**src/rtl/spi_reg_bridge_pkg.sv**
```systemverilog
// Shared types and constants for the SPI-to-register-bus bridge.
// Imported by the bridge top and anything else decoding its command byte.
package spi_reg_bridge_pkg;

    localparam int unsigned DEF_ADDR_W = 7;
    localparam int unsigned DEF_DATA_W = 8;
    localparam int unsigned CMD_RD_BIT = 7;

    typedef enum logic [2:0] {
        StIdle,
        StCmd,
        StWrData,
        StRdFetch,
        StRdWait,
        StRdShift
    } state_e;

endpackage

```
**src/rtl/spi_reg_bridge_evt.sv**
```systemverilog
// Wrapper-free file kept empty of logic would be pointless; see spi_evt_sync below.
// Two-FF chip-select synchroniser plus rx/tx flag rising-edge and cs falling-edge detectors.
module spi_evt_sync (
    input  logic clk,
    input  logic rst_n,
    input  logic cs,
    input  logic rx_flag,
    input  logic tx_end_flag,
    output logic cs_sync,
    output logic cs_fall,
    output logic rx_evt,
    output logic tx_evt
);

    // [1:0] synchroniser stages, [2] previous synchronised value for edge detection
    logic [2:0] cs_q;
    logic       rx_q;
    logic       tx_q;

    always_ff @(posedge clk or negedge rst_n) begin
        if (!rst_n) begin
            cs_q <= 3'b111;
            rx_q <= 1'b0;
            tx_q <= 1'b0;
        end else begin
            cs_q <= {cs_q[1:0], cs};
            rx_q <= rx_flag;
            tx_q <= tx_end_flag;
        end
    end

    assign cs_sync = cs_q[1];
    assign cs_fall = cs_q[2] & ~cs_q[1];
    assign rx_evt  = rx_flag & ~rx_q;
    assign tx_evt  = tx_end_flag & ~tx_q;

endmodule

```
**src/rtl/spi_reg_bridge.sv**
```systemverilog
// Parses a command/address byte from the SPI shifter and runs burst register
// writes or reads on the internal register bus, feeding read data back for transmit.
module spi_reg_bridge
    import spi_reg_bridge_pkg::*;
#(
    parameter int unsigned ADDR_W = DEF_ADDR_W,
    parameter int unsigned DATA_W = DEF_DATA_W,
    parameter int unsigned RD_LAT = 1
) (
    input  logic              clk,
    input  logic              rst_n,
    input  logic              cs,
    input  logic [7:0]        rx_data,
    input  logic              rx_flag,
    input  logic              tx_end_flag,
    output logic [7:0]        tx_data,
    output logic              trans_flag,
    output logic [ADDR_W-1:0] reg_addr,
    output logic [DATA_W-1:0] reg_wdata,
    output logic              reg_wr,
    output logic              reg_rd,
    input  logic [DATA_W-1:0] reg_rdata,
    output logic              busy,
    output logic              frame_err
);

    logic cs_sync, cs_fall, rx_evt, tx_evt;

    spi_evt_sync u_evt_sync (
        .clk         (clk),
        .rst_n       (rst_n),
        .cs          (cs),
        .rx_flag     (rx_flag),
        .tx_end_flag (tx_end_flag),
        .cs_sync     (cs_sync),
        .cs_fall     (cs_fall),
        .rx_evt      (rx_evt),
        .tx_evt      (tx_evt)
    );

    state_e            state_q, state_d;
    logic [ADDR_W-1:0] addr_q, addr_d;
    logic [DATA_W-1:0] wdata_q, wdata_d;
    logic [7:0]        tx_q, tx_d;
    logic              wr_q, wr_d;
    logic              trans_q, trans_d;
    logic              err_q, err_d;
    logic              tx_seen_q, tx_seen_d;
    logic [1:0]        cnt_q, cnt_d;

    always_ff @(posedge clk or negedge rst_n) begin
        if (!rst_n) begin
            state_q   <= StIdle;
            addr_q    <= '0;
            wdata_q   <= '0;
            tx_q      <= '0;
            wr_q      <= 1'b0;
            trans_q   <= 1'b0;
            err_q     <= 1'b0;
            tx_seen_q <= 1'b0;
            cnt_q     <= '0;
        end else begin
            state_q   <= state_d;
            addr_q    <= addr_d;
            wdata_q   <= wdata_d;
            tx_q      <= tx_d;
            wr_q      <= wr_d;
            trans_q   <= trans_d;
            err_q     <= err_d;
            tx_seen_q <= tx_seen_d;
            cnt_q     <= cnt_d;
        end
    end

    always_comb begin
        state_d   = state_q;
        addr_d    = addr_q;
        wdata_d   = wdata_q;
        tx_d      = tx_q;
        wr_d      = 1'b0;
        trans_d   = trans_q;
        err_d     = err_q;
        tx_seen_d = tx_seen_q;
        cnt_d     = cnt_q;

        // Post-increment once the write strobe has been presented at the old address
        if (wr_q) begin
            addr_d = addr_q + ADDR_W'(1);
        end

        if (state_q != StIdle && cs_sync) begin
            // cs release beats any same-cycle byte; a clocked-but-unfinished command byte is an error
            state_d = StIdle;
            trans_d = 1'b0;
            tx_d    = '0;
            if (state_q == StCmd && (tx_seen_q || tx_evt)) begin
                err_d = 1'b1;
            end
        end else begin
            unique case (state_q)
                StIdle: begin
                    if (cs_fall) begin
                        state_d   = StCmd;
                        err_d     = 1'b0;
                        trans_d   = 1'b0;
                        tx_seen_d = 1'b0;
                    end
                end
                StCmd: begin
                    if (tx_evt) begin
                        tx_seen_d = 1'b1;
                    end
                    if (rx_evt) begin
                        addr_d  = rx_data[ADDR_W-1:0];
                        state_d = rx_data[CMD_RD_BIT] ? StRdFetch : StWrData;
                    end
                end
                StWrData: begin
                    if (rx_evt) begin
                        wdata_d = DATA_W'(rx_data);
                        wr_d    = 1'b1;
                    end
                end
                StRdFetch: begin
                    state_d = StRdWait;
                    cnt_d   = '0;
                    if (rx_evt) begin
                        err_d = 1'b1;
                    end
                end
                StRdWait: begin
                    if (rx_evt) begin
                        err_d = 1'b1;
                    end
                    if (cnt_q == 2'(RD_LAT - 1)) begin
                        tx_d    = 8'(reg_rdata);
                        trans_d = 1'b1;
                        state_d = StRdShift;
                    end else begin
                        cnt_d = cnt_q + 2'd1;
                    end
                end
                StRdShift: begin
                    if (tx_evt) begin
                        addr_d  = addr_q + ADDR_W'(1);
                        state_d = StRdFetch;
                    end
                end
                default: state_d = StIdle;
            endcase
        end
    end

    // Read strobe is the single-cycle fetch state itself, saving a cycle of read latency
    assign reg_rd     = (state_q == StRdFetch);
    assign reg_wr     = wr_q;
    assign reg_addr   = addr_q;
    assign reg_wdata  = wdata_q;
    assign tx_data    = tx_q;
    assign trans_flag = trans_q;
    assign frame_err  = err_q;
    assign busy       = (state_q != StIdle) && !cs_sync;

endmodule

```
**config.mk**
```make
export PLATFORM = sky130hd
export DESIGN_NAME = spi_reg_bridge
export DESIGN_NICKNAME = d
export VERILOG_FILES = /design/src/rtl/spi_reg_bridge_pkg.sv /design/src/rtl/spi_reg_bridge_evt.sv /design/src/rtl/spi_reg_bridge.sv
export SDC_FILE = /design/constraint.sdc
export NUM_CORES = 1
export LEC_CHECK = 0
export ABC_CLOCK_PERIOD_IN_PS = 2550
export CELL_PAD_IN_SITES_DETAIL_PLACEMENT = 0
export CELL_PAD_IN_SITES_GLOBAL_PLACEMENT = 1
export CORE_MARGIN = 1
export CORE_UTILIZATION = 30
export CTS_BUF_LIST = sky130_fd_sc_hd__clkbuf_4
export CTS_CLUSTER_DIAMETER = 60
export CTS_CLUSTER_SIZE = 25
export DETAILED_ROUTE_END_ITERATION = 12
export GPL_TIMING_DRIVEN = 0
export HOLD_SLACK_MARGIN = 0.05
export MAX_ROUTING_LAYER = met4
export PLACE_DENSITY_LB_ADDON = 0.1
export SETUP_SLACK_MARGIN = 0.15
export SYNTH_ARGS = -nofsm -noshare
export SYNTH_HDL_FRONTEND = slang
export SYNTH_SLANG_ARGS = --single-unit
```
**constraint.sdc**
```tcl
create_clock -name clk -period 2.55 [get_ports clk]
set_input_delay 0.3825 -clock clk [delete_from_list [all_inputs] [get_ports clk]]
set_output_delay 0.3825 -clock clk [all_outputs]
set_load 0.01 [all_outputs]
```
==> impl_metrics.tcl <==
set metrics [dict create \
    min_period_over_period_pct 90.73 \
    synth_ff_type "dfrtp_1" \
    worstMarginPinSlew_ns 0.8694 \
    final_hold_viol_count 0 \
    drt_wl_total_mm 4.741 \
    drv_cap 0 \
    async_reset_ff_share_pct 100.0 \
    regArea_um2 929.6 \
    final_cells 331 \
    ios 49 \
    synthCells 199 \
    clock_skew_ns 0.01635 \
    layout_common_cells "clkdlybuf4s50_1, dfrtp_1, nand2_1" \
    num-fill-cells 648 \
    antenna_found_initial 0 \
    finalPower_mw 2.329 \
    cts.clk_slew.worst_paths_ns 0.13 \
    whs_ns 0.1304 \
    drv_slew 0 \
    clock_latency_ns 0.34 \
    cts_root_buf "clkbuf_4" \
    fmax_mhz 432.2 \
    grt_start_max_net_pins 38 \
    peakVddDrop_uv 350.4 \
    fin_ws_ns 0.2365 \
    grt_overflow_total 0 \
    first_pass_iters 4 \
    fp-row-count 29 \
    place_inst 324 \
    tns_ns 0 \
    fin_nets 276 \
    power.density_nw_per_um2 890.6 \
    via_per_inst 4.813 \
    ys_ff_latch 37 \
    area_growth_pct 32.28 \
    worstPathRequired_ns 2.17 \
    antenna_cells 0 \
    yosysWarnings 0 \
    layout-drive-gt1-share_pct 11.81 \
    drt_iter0_drc 69 \
    syn-num-nets 222 \
    p_leak_nw 1.118 \
    die_area_um2 6918 \
    portBuffers 48 \
    grt_pass1_wl_mm 7.941 \
    path_class "flip-flop to output pin" \
    dp_worst_setup_slack_ns 0.2457 \
    drtAntennaViolNets 0 \
    grt_pass1_vias 1512 \
    hold_class "input pin to async pin" \
    worstPathArrival_ns 1.93 \
    drc 0 \
    dp_hpwl_mm 3.417 \
    layout_commonest_cell "clkdlybuf4s50_1" \
    start_util_pct 31.13 \
    vias 1593 \
    multiInputGateArea_um2 957.2 \
    htree_levels 2 \
    seq_area_frac_synth_pct 47.03 \
    cts_made_buffers 5 \
    gr-usage-all-layers_pct 14.76 \
    regToRegSetupSlack_ns 0.58 \
    synthesis.area_um2 1977 \
    die_h_um 83.18 \
    synth.distinct_cells 50 \
    slew_headroom_pct 42.04 \
    dieWidth_um 83.18 \
    endpoint_kind "output pin" \
    crit_path_max_fanout 10 \
    clock_path_buffers 2 \
    rsz0062_at_grt "true" \
    avgSynthCellArea_um2 9.934 \
    synth-edff-count 0 \
    min_period_ns 2.313 \
    wl_per_cell_um 14.32 \
    setup_viol 0 \
    status "complete, no violations" \
    clkSinkCount 37 \
    cts_tree "done" \
    cp-start-kind "flip-flop" \
    globalplace.congestion 0.7647 \
    coreArea_um2 6350 \
    hold_buffers 0 \
]
report_power, final:
part,internal (mW),switching [mW],leakage (nW)
Clock,0.104,0.203,0.0310
Sequential,0.776,0.141,0.465
Combinational,0.600,0.504,0.622
flip-flops by register name, summed over array words and instances (netlist names), 2 cells and up:
name	flops
state_q	3
reg_addr	7
u_evt_sync.cs_q	3
cnt_q	2
tx_data	8
reg_wdata	8
cells in the mapped netlist (all sizes together), types with 6 or more instances:
cell type	number	area [µm²]
dfrtp	34	850.8
nand2	16	60.06
clkbuf	13	48.80
nand2b	13	81.33
o21ai	13	65.06
a21oi	11	55.05
nor2	11	41.29
mux2	8	120.1
inv	6	25.03
nand3	6	30.03
final cells by class:
class | instances | area share (%)
plain buffers | 15 | 2.919
clock inverters | 3 | 0.6699
repair buffers | 48 | 18.18
clock buffers | 5 | 1.435
well taps | 77 | 3.684
multi-input cells | 140 | 36.60
inverters | 6 | 0.9569
flip-flops and latches | 37 | 35.55
cells by family (layout without fill, tap and decap cells):
kind of cell	count (synthesis)	after routing	share of synthesized area, %
multiplexers	11	11	7.595
AND/OR/NAND/NOR	69	69	19.05
buffers and inverters	22	77	5.127
AO/OA/AOI/OAI	55	55	18.61
flip-flops	37	37	47.03
adder cells (fa/ha/maj)	2	2	1.266
XOR/XNOR	3	3	1.329
stage by stage:
stage          cell area [µm²]  utilization, %
2_1_floorplan             1977               -
3_3_place_gp              2554           40.22
3_5_place_dp              2549           40.14
4_1_cts                   2608           41.06
5_1_grt                   2615           41.18
6_report                  2615           41.18
critical path, stage by stage (launching register included):
cell and delay (ns):
dfrtp_1 0.37, clkbuf_1 0.23, and3b_1 0.27, clkbuf_2 0.17
clkdlybuf4s50_1 0.55
final timing paths:
check | startpoint | end | depth (start not counted)
max | state_q[2]$_DFFE_PN0P_ | reg_rd | 4
min | rst_n | tx_data[0]$_DFFE_PN0P_ | 1
max reg2reg | state_q[2]$_DFFE_PN0P_ | reg_addr[6]$_DFF_PN0_ | 6
min reg2reg | u_evt_sync.cs_q[0]$_DFF_PN1_ | u_evt_sync.cs_q[1]$_DFF_PN1_ | 0
max in group asynchronous | rst_n | tx_seen_q$_DFFE_PN0P_ | 1
min in group clk | u_evt_sync.cs_q[0]$_DFF_PN1_ | u_evt_sync.cs_q[1]$_DFF_PN1_ | 0
per-layer routing:
| metal | global-route usage (%) | vias to the layer above | share of wire, % |
|---|---|---|---|
| met5 | - | - | 0 |
| met4 | 3.762 | 0 | 0.80 |
| met3 | 3.181 | 4 | 3.9 |
| met2 | 20.27 | 32 | 40 |
| met1 | 21.90 | 730 | 55 |
| li1 | - | 827 | - |
what timing repair did:
action                                  CTS  global route
endpoints found under the setup margin    2             1
resized for setup                         3             3
gates cloned                              0             0
buffers inserted                          0             0
(Power assumes the default switching activity.)
